<file path="src/rtl/vc_input_unit.sv">
// Router input unit: one FWFT FIFO and IDLE/WAITING/ACTIVE FSM per virtual channel,
// XY route computation on header flits and round-robin selection toward the output stage.
module vc_input_unit #(
  parameter int NUM_VC      = 2,
  parameter int VC_DEPTH_W  = 2,
  parameter int FLIT_DATA_W = 8,
  parameter int FLIT_ID_W   = 2,
  parameter int COL_CORD    = 1,
  parameter int ROW_CORD    = 1,
  parameter int COL_ADDR_W  = 2,
  parameter int ROW_ADDR_W  = 2,
  parameter int HEADER_ID   = 0,
  parameter int TAIL_ID     = 3,
  localparam int FLIT_W     = FLIT_DATA_W + FLIT_ID_W,
  localparam int VC_ID_W    = (NUM_VC > 1) ? $clog2(NUM_VC) : 1,
  localparam int OUT_M      = 5
) (
  input  logic               clk_i,
  input  logic               rst_i,
  input  logic [FLIT_W-1:0]  data_i,
  input  logic [VC_ID_W-1:0] vc_id_i,
  input  logic               wr_en_i,
  output logic [NUM_VC-1:0]  credit_o,
  output logic               overflow_o,
  output logic               err_o,
  output logic [OUT_M-1:0]   oc_req_o,
  output logic [VC_ID_W-1:0] oc_vc_o,
  input  logic               oc_granted_i,
  output logic [FLIT_W-1:0]  oc_data_o,
  output logic               oc_data_vld_o,
  input  logic               oc_rdy_i
);

  localparam int DEPTH = 1 << VC_DEPTH_W;
  localparam logic [VC_DEPTH_W:0]   FULL_CNT = (VC_DEPTH_W + 1)'(DEPTH);
  localparam logic [FLIT_ID_W-1:0]  HDR_TYPE = FLIT_ID_W'(HEADER_ID);
  localparam logic [FLIT_ID_W-1:0]  TAIL_TYPE = FLIT_ID_W'(TAIL_ID);
  localparam logic [COL_ADDR_W-1:0] MY_COL = COL_ADDR_W'(COL_CORD);
  localparam logic [ROW_ADDR_W-1:0] MY_ROW = ROW_ADDR_W'(ROW_CORD);

  typedef enum logic [1:0] {IDLE, WAITING, ACTIVE} vc_state_t;

  logic [FLIT_W-1:0]     mem      [NUM_VC][DEPTH];
  logic [VC_DEPTH_W-1:0] rd_ptr   [NUM_VC];
  logic [VC_DEPTH_W-1:0] wr_ptr   [NUM_VC];
  logic [VC_DEPTH_W:0]   fill     [NUM_VC];
  vc_state_t             state    [NUM_VC];
  logic [OUT_M-1:0]      route    [NUM_VC];
  logic [FLIT_W-1:0]     head     [NUM_VC];
  logic [OUT_M-1:0]      head_route [NUM_VC];
  logic [VC_ID_W-1:0]    rr;
  logic                  overflow_q;

  logic [NUM_VC-1:0] empty, full, is_header, is_tail, eligible, discard, deq, wr_hit, accept;
  logic [VC_ID_W-1:0] sel;
  logic               sel_found, grant_fire, data_vld, xfer;

  // Bit order of the request vector: LOCAL, EAST, WEST, NORTH, SOUTH.
  function automatic logic [OUT_M-1:0] calc_route(input logic [FLIT_W-1:0] f);
    logic [COL_ADDR_W-1:0] col;
    logic [ROW_ADDR_W-1:0] row;
    col = f[ROW_ADDR_W +: COL_ADDR_W];
    row = f[ROW_ADDR_W-1:0];
    if (col > MY_COL)      return 5'b00010;
    else if (col < MY_COL) return 5'b00100;
    else if (row > MY_ROW) return 5'b10000;
    else if (row < MY_ROW) return 5'b01000;
    else                   return 5'b00001;
  endfunction

  always_comb begin
    for (int unsigned v = 0; v < NUM_VC; v++) begin
      head[v]       = mem[v][rd_ptr[v]];
      head_route[v] = calc_route(head[v]);
      empty[v]      = (fill[v] == '0);
      full[v]       = (fill[v] == FULL_CNT);
      is_header[v]  = (head[v][FLIT_W-1 -: FLIT_ID_W] == HDR_TYPE);
      is_tail[v]    = (head[v][FLIT_W-1 -: FLIT_ID_W] == TAIL_TYPE);
      eligible[v]   = (state[v] == WAITING) || ((state[v] == ACTIVE) && !empty[v]);
      discard[v]    = (state[v] == IDLE) && !empty[v] && !is_header[v];
      wr_hit[v]     = wr_en_i && (vc_id_i == VC_ID_W'(v));
    end
  end

  always_comb begin
    int unsigned idx;
    logic [VC_ID_W-1:0] cand;
    idx       = 0;
    cand      = '0;
    sel       = '0;
    sel_found = 1'b0;
    for (int unsigned i = 0; i < NUM_VC; i++) begin
      idx = 32'(rr) + i;
      if (idx >= 32'(NUM_VC)) idx = idx - 32'(NUM_VC);
      cand = VC_ID_W'(idx);
      if (!sel_found && eligible[cand]) begin
        sel_found = 1'b1;
        sel       = cand;
      end
    end
  end

  assign grant_fire = sel_found && (state[sel] == WAITING) && oc_granted_i;
  assign data_vld   = sel_found && (state[sel] == ACTIVE) && !empty[sel];
  assign xfer       = data_vld && oc_rdy_i;

  // A full FIFO still accepts a write when the same VC dequeues in that cycle.
  always_comb begin
    for (int unsigned v = 0; v < NUM_VC; v++) begin
      deq[v]    = discard[v] || (xfer && (sel == VC_ID_W'(v)));
      accept[v] = wr_hit[v] && (!full[v] || deq[v]);
    end
  end

  assign credit_o      = deq;
  assign err_o         = |discard;
  assign overflow_o    = overflow_q;
  assign oc_vc_o       = sel;
  assign oc_req_o      = (sel_found && (state[sel] == WAITING)) ? route[sel] : '0;
  assign oc_data_vld_o = data_vld;
  assign oc_data_o     = data_vld ? head[sel] : '0;

  always_ff @(posedge clk_i) begin
    for (int unsigned v = 0; v < NUM_VC; v++) begin
      if (accept[v]) mem[v][wr_ptr[v]] <= data_i;
    end
  end

  always_ff @(posedge clk_i or posedge rst_i) begin
    if (rst_i) begin
      rr         <= '0;
      overflow_q <= 1'b0;
      for (int unsigned v = 0; v < NUM_VC; v++) begin
        state[v]  <= IDLE;
        route[v]  <= '0;
        rd_ptr[v] <= '0;
        wr_ptr[v] <= '0;
        fill[v]   <= '0;
      end
    end else begin
      overflow_q <= |(wr_hit & ~accept);
      if (grant_fire || xfer)
        rr <= (32'(sel) + 32'd1 >= 32'(NUM_VC)) ? '0 : sel + 1'b1;
      for (int unsigned v = 0; v < NUM_VC; v++) begin
        if (accept[v]) wr_ptr[v] <= wr_ptr[v] + 1'b1;
        if (deq[v])    rd_ptr[v] <= rd_ptr[v] + 1'b1;
        if (accept[v] && !deq[v])      fill[v] <= fill[v] + 1'b1;
        else if (!accept[v] && deq[v]) fill[v] <= fill[v] - 1'b1;
        unique case (state[v])
          IDLE: begin
            if (!empty[v] && is_header[v]) begin
              state[v] <= WAITING;
              route[v] <= head_route[v];
            end
          end
          WAITING: begin
            if (grant_fire && (sel == VC_ID_W'(v))) state[v] <= ACTIVE;
          end
          ACTIVE: begin
            if (xfer && (sel == VC_ID_W'(v)) && is_tail[v]) state[v] <= IDLE;
          end
          default: state[v] <= IDLE;
        endcase
      end
    end
  end

endmodule

</file>
<file path="config.mk">
export PLATFORM = sky130hd
export DESIGN_NAME = vc_input_unit
export DESIGN_NICKNAME = d
export VERILOG_FILES = /design/src/rtl/vc_input_unit.sv
export SDC_FILE = /design/constraint.sdc
export NUM_CORES = 1
export LEC_CHECK = 0
export ABC_AREA = 1
export ABC_CLOCK_PERIOD_IN_PS = 6900
export BUFFER_PORTS_ARGS = -buffer_cell sky130_fd_sc_hd__buf_2
export CELL_PAD_IN_SITES_DETAIL_PLACEMENT = 0
export CELL_PAD_IN_SITES_GLOBAL_PLACEMENT = 2
export CORE_MARGIN = 2
export CORE_UTILIZATION = 43
export CTS_CLUSTER_DIAMETER = 40
export CTS_CLUSTER_SIZE = 30
export DETAILED_ROUTE_END_ITERATION = 7
export PLACE_DENSITY = 0.95
export SLEW_MARGIN = 5
export SYNTH_ARGS = -nofsm -noshare
export SYNTH_HDL_FRONTEND = slang
export SYNTH_SLANG_ARGS = --single-unit
export TNS_END_PERCENT = 5
</file>
<file path="constraint.sdc">
create_clock -name clk_i -period 6.9 [get_ports clk_i]
set_clock_uncertainty 0.1 [all_clocks]
set_input_delay 1.035 -clock clk_i [delete_from_list [all_inputs] [get_ports clk_i]]
set_output_delay 1.035 -clock clk_i [all_outputs]
set_load 0.03 [all_outputs]
</file>
==> out/qor.txt, run 1 <==
outcome -> complete, no violations
Clock Tree Root -> clkbuf_16
Placed Cells -> 621
Die X -> 112.0 µm
Finished Layout Cells -> 637
Layout Nets -> 517
worst min path class -> flip-flop to flip-flop
Worst-Skew Late Latency -> 340 ps
synthesized area -> 5011 µm²
Final Max Tran Viols -> 0
layout cells sized above 1 -> 18.42%
routed vias -> 3259
mean cell area of the mapped netlist -> 11.01 µm²
Clock Sinks -> 110
1st-pass router iterations -> 4
starting DRC count in detailed routing -> 251
Pleak -> 2.326 nW
DP Wirelength -> 7.136 mm
fin crit period -> 3746 ps
Worst EP required -> 5760 ps
async set or reset register ratio after synthesis -> 27.27%
Max Freq -> 267.0 MHz
ys flop type -> edfxtp_1
post-synth cell types -> 43
IO Port Bufs -> 36
most frequent cells in the layout -> 87 x nand2_1, 80 x edfxtp_1, 47 x nor2_1, 43 x inv_1, 36 x buf_2
endpoint type of the worst setup path -> primary output
CP Cell Sequence -> inv_2, or2_2, a32oi_1, a211oi_1, buf_2
critical path arrival -> 2610 ps
Yosys warning count -> 0
worst vdd rail ir drop -> 0.2879 mV
setup TNS -> 0 ps
clock buffer count from CTS -> 9
Multi-input gate area -> 1584 µm²
Vias per Instance -> 5.116
syn_nets -> 483
post-synth top area cell -> edfxtp_1
first-pass GRT wire length -> 16.30 mm
FF+latch area -> 3153 µm²
relative slew slack -> 32.79%
grt ovf -> 0
vias in the first global route -> 3227
gate count of the mapped netlist -> 455
Core Area -> 11420 µm²
initial antenna violation count -> 0
Chip Height -> 112.0 µm
Final GP Congestion -> 0.8204
WL final -> 10.14 mm
PD cells -> 487.7 nW/µm²
Area Overhead vs Synth -> 12.36%
commonest non-fill, non-tap cell in the layout -> nand2_1
synth top area cells -> edfxtp_1 48%, dfrtp_1 15%, nand2_1 6.5%
Seq cells post-synth -> 110
# fillers -> 1054
drt drc -> 0
Hold-fix buffers, CTS -> 0
max_cap viols -> 0
top cell type's share of synthesized area -> 47.94%
sequential fraction of the synthesis area -> 62.92%
H-tree depth reported by CTS -> 3
Slowest-stage cell, CP -> dfrtp_1
Post-synth EDFFs -> 80
DR WL/cell -> 15.91 µm
I/O pin count -> 37
Die ar. -> 12530 µm²
Ant. Diodes -> 0
Tot GR Track Use -> 17.00%
Slew @ Worst Pin -> 1004 ps
Crit Path Category -> flip-flop to primary output
critical path's largest stage delay -> 830 ps
PostCTS Resize Cnt -> 0
final setup vio count -> 0
Starting Density -> 43.89%
Final Hold Vio Count -> 0
largest net degree at the start of global routing -> 31
fin crit share -> 54.29%
number of setup buffers added after CTS -> 0
ANT nets after route -> 0
Clock Tree Buf Depth -> 2
Setup crit start kind -> flip-flop
RSZ-0062 raised after global routing -> false
clk slew on worst S/H paths -> 70 ps
CTS tree -> done
peak fanout along the critical path -> 24
Cell Rows -> 39
## kinds of logic (layout without fill, tap and decap cells)
| group | count (synthesis) | count (layout) | synth area share (%) |
|---|---|---|---|
| buffers and inverters | 68 | 107 | 5.468 |
| multiplexers | 2 | 2 | 0.4494 |
| adder cells (fa/ha/maj) | 12 | 12 | 3.296 |
| flip-flops | 110 | 110 | 62.92 |
| AND/OR/NAND/NOR | 171 | 171 | 15.26 |
| AO/OA/AOI/OAI | 86 | 86 | 11.56 |
| XOR/XNOR | 6 | 6 | 1.049 |
## area by class of cell
class,count,share of cell area [%]
Sequential cell,110,56.00
Clock inverter,4,1.378
Multi-Input combinational cell,277,28.13
Timing Repair Buffer,37,3.333
Clock buffer,12,4.378
Tap cell,143,3.178
Inverter,54,3.600
## state kept, by name (all words and copies together), names as in the netlist
name / count
fill: 6
mem: 80
overflow_o: 1
rd_ptr: 4
route: 10
rr: 1
state: 4
wr_ptr: 4
## cell usage after synthesis, types with 2 or more instances
cell type and number:
a22oi_1 4, inv_1 43, or2_2 4, o21a_1 4, nand4_2 2, a211oi_1 7
nand3_1 9, dfrtp_1 30, o21ai_1 11, a32o_1 6, nand2_1 87, o22ai_1 4
nor2_2 3, a32oi_1 4, xnor2_1 2, fa_1 2, xor2_1 4, a21oi_1 20
buf_2 9, nand2_2 8, mux2_2 2, nand3_2 3, nand2_4 3, o21ai_0 16
nor3_1 2, o22a_1 2, ha_1 10, buf_4 2, inv_2 10, o31ai_1 3
clkbuf_1 2, edfxtp_1 80, nor2_1 47
## report_power, final
group          internal (mW)  switching [mW]
combinational          0.386           0.834
sequential             0.847           0.121
clock                  0.331           0.227
total                   1.56            1.18
## critical path, delay by kind of cell (launching register included)
family	cells	cell delay [ps]
flops	1	830
compound gates	2	570
buf+inv	2	510
simple gates	1	350
## per-stage QoR
step                      worst slack [ps]  utilization [%]  total power [mW]  cell area, µm²  hold slack [ps]
after global placement                3618            46.47             2.178            5306            366.4
final                                 3154            49.31             2.746            5630            388.5
after floorplan                       3699                -             1.908            5011            352.0
after CTS                             3180            49.31             2.772            5630            395.4
after global routing                  2990            49.31             2.942            5630            422.2
after detailed placement              3564            46.47             2.208            5306            377.4
## worst paths after layout
path                           start            to  slack, ps  cells past startpoint
min reg2reg                 route[5]      route[5]        390                      2
max in group asynchronous      rst_i      route[2]       5750                      3
min in group asynchronous      rst_i     rd_ptr[1]        660                      3
max                        rd_ptr[0]  oc_data_o[2]       3150                      5
max reg2reg                rd_ptr[0]       fill[1]       3570                     12
min                         route[5]      route[5]        390                      2
## layer usage
layer | part of all wire [%] | GRT usage, %
met4 | 1.4 | 6.341
met2 | 49 | 28.32
met5 | 0 | 0
met1 | 46 | 22.89
met3 | 3.9 | 2.395
(Power assumes the default switching activity.)
==> inputs of run 2 (changes only) <==
ABC_CLOCK_PERIOD_IN_PS = 3850   (was 6900)
CORE_UTILIZATION = 40   (was 43)
PLACE_DENSITY = 0.9   (was 0.95)
clock period = 3.85 ns   (was 6.9 ns; I/O delays follow)
==> out/qor.txt, run 2 (synthesis results as in run 1) <==
outcome -> complete, no violations (unchanged)
Starting Density -> 41.37% (was 43.89%)
Worst-Skew Late Latency -> 360 ps (was 340 ps)
Layout Nets -> 527 (was 517)
Ant. Diodes -> 0 (unchanged)
worst min path class -> input port to asynchronous set/reset pin (was flip-flop to flip-flop)
starting DRC count in detailed routing -> 234 (was 251)
drt drc -> 0 (unchanged)
fin util -> 47.19% (was 49.31%)
critical path arrival -> 3210 ps (was 2610 ps)
Clock Sinks -> 110 (unchanged)
max_cap viols -> 0 (unchanged)
PD cells -> 852.4 nW/µm² (was 487.7 nW/µm²)
FF+latch area -> 3153 µm² (unchanged)
DR WL/cell -> 15.29 µm (was 15.91 µm)
number of setup buffers added after CTS -> 0 (unchanged)
first-pass GRT wire length -> 16.19 mm (was 16.30 mm)
endpoint type of the worst setup path -> flip-flop (was primary output)
IO Port Bufs -> 36 (unchanged)
WL final -> 10.28 mm (was 10.14 mm)
Worst EP required -> 3990 ps (was 5760 ps)
Max Freq -> 325.4 MHz
Hold-fix buffers, CTS -> 0 (unchanged)
layout cells sized above 1 -> 20.44% (was 18.42%)
Worst Hold Margin -> 178.2 ps (was 388.5 ps)
clk slew on worst S/H paths -> 80 ps (was 70 ps)
1st-pass router iterations -> 4 (unchanged)
relative slew slack -> 59.58% (was 32.79%)
initial antenna violation count -> 0 (unchanged)
routed vias -> 3309 (was 3259)
Finished Cell Area -> 5715 µm² (was 5630 µm²)
clock buffer count from CTS -> 9 (unchanged)
Die X -> 115.9 µm (was 112.0 µm)
Pleak -> 2.364 nW (was 2.326 nW)
Final Max Tran Viols -> 0 (unchanged)
PostCTS Resize Cnt -> 0 (unchanged)
R2R setup slack -> 780 ps (was 3570 ps)
Tot GR Track Use -> 16.30% (was 17.00%)
grt ovf -> 0 (unchanged)
Multi-input gate area -> 1584 µm² (unchanged)
Crit Path Category -> flip-flop to flip-flop (was flip-flop to primary output)
peak fanout along the critical path -> 26 (was 24)
final setup vio count -> 0 (unchanged)
Vias per Instance -> 4.924 (was 5.116)
Clock Tree Root -> clkbuf_16 (unchanged)
H-tree depth reported by CTS -> 3 (unchanged)
Clock Tree Buf Depth -> 2 (unchanged)
setup TNS -> 0 ps (unchanged)
pre-CTS WS -> 746.9 ps (was 3564 ps)
max reg flops -> 80 (unchanged)
ANT nets after route -> 0 (unchanged)
# fillers -> 1130 (was 1054)
Chip Height -> 115.9 µm (was 112.0 µm)
fin crit period -> 3073 ps
Final GP Congestion -> 0.7610 (was 0.8204)
worst flop-to-flop path startpoint -> fill[3] (was rd_ptr[0])
Setup crit start kind -> flip-flop (unchanged)
commonest non-fill, non-tap cell in the layout -> nand2_1 (unchanged)
I/O pin count -> 37 (unchanged)
RSZ-0062 raised after global routing -> false (unchanged)
Final Hold Vio Count -> 0 (unchanged)
Area Overhead vs Synth -> 14.06% (was 12.36%)
DP Wirelength -> 7.370 mm (was 7.136 mm)
vias in the first global route -> 3167 (was 3227)
fin crit share -> 79.83%
worst r2r dst -> fill[2] (was fill[1])
most frequent cells in the layout -> 87 x nand2_1, 80 x edfxtp_1, 47 x nor2_1, 43 x inv_1, 36 x buf_2 (unchanged)
R2R depth -> 17 (was 12)
Core Area -> 12110 µm² (was 11420 µm²)
fin worst setup slack -> 776.7 ps (was 3154 ps)
worst vdd rail ir drop -> 0.3459 mV (was 0.2879 mV)
CTS tree -> done (unchanged)
Post-DP Area -> 5413 µm² (was 5306 µm²)
Slew @ Worst Pin -> 605.7 ps (was 1004 ps)
Cell Rows -> 40 (was 39)
Die ar. -> 13440 µm² (was 12530 µm²)
largest net degree at the start of global routing -> 27 (was 31)
run 2: routing by layer:
layer	track usage (%)	vias to the layer above	wire (µm)
li1	-	1640	-
met2	27.56	75	4991
met1	21.13	1584	4602
met5	0	-	0
met3	2.354	10	497
met4	6.825	0	183
run 2: final cells by class:
class | count | share of cell area [%]
Sequential cell | 110 | 55.17
Multi-Input combinational cell | 277 | 27.71
Timing Repair Buffer | 47 | 4.597
Clock buffer | 9 | 3.940
Tap cell | 168 | 3.678
Inverter | 54 | 3.546
Clock inverter | 7 | 1.357
run 2: where the power goes:
group | total, mW | switching, mW | internal (mW)
Clock | 0.919 | 0.460 | 0.459
Combinational | 2.26 | 1.54 | 0.720
Sequential | 1.69 | 0.175 | 1.52
Total | 4.87 | 2.18 | 2.69
run 2: worst max path at each step:
stage | cells past startpoint | startpoint | endpoint | slack [ps]
finish | 17 | fill[3] | fill[2] | 780
global route | 17 | fill[3] | fill[2] | 520
CTS | 17 | fill[3] | fill[2] | 740
detailed placement | 17 | fill[3] | fill[2] | 750
global placement | 17 | fill[3] | fill[2] | 820
floorplan | 10 | fill[3] | oc_data_o[2] | 1110
run 2: critical path: stages, from the launching register on:
cell and delay (ps):
dfrtp_1 440, nor2_2 140, nand2_2 80, nand2_1 80, nand2_2 70, nand2_4 90
nand2_4 190, inv_2 290, nand4_2 180, nand3_2 150, nand2_2 110, inv_2 60
ha_1 130, inv_1 60, fa_1 370, a21oi_1 140, o21ai_0 110, xor2_1 150
run 2: metrics by stage:
step | total power, mW | std cells
after floorplan | 3.419 | 455
after global placement | 3.960 | 656
after detailed placement | 4.001 | 656
after CTS | 4.921 | 672
after global routing | 5.231 | 672
final | 4.872 | 672
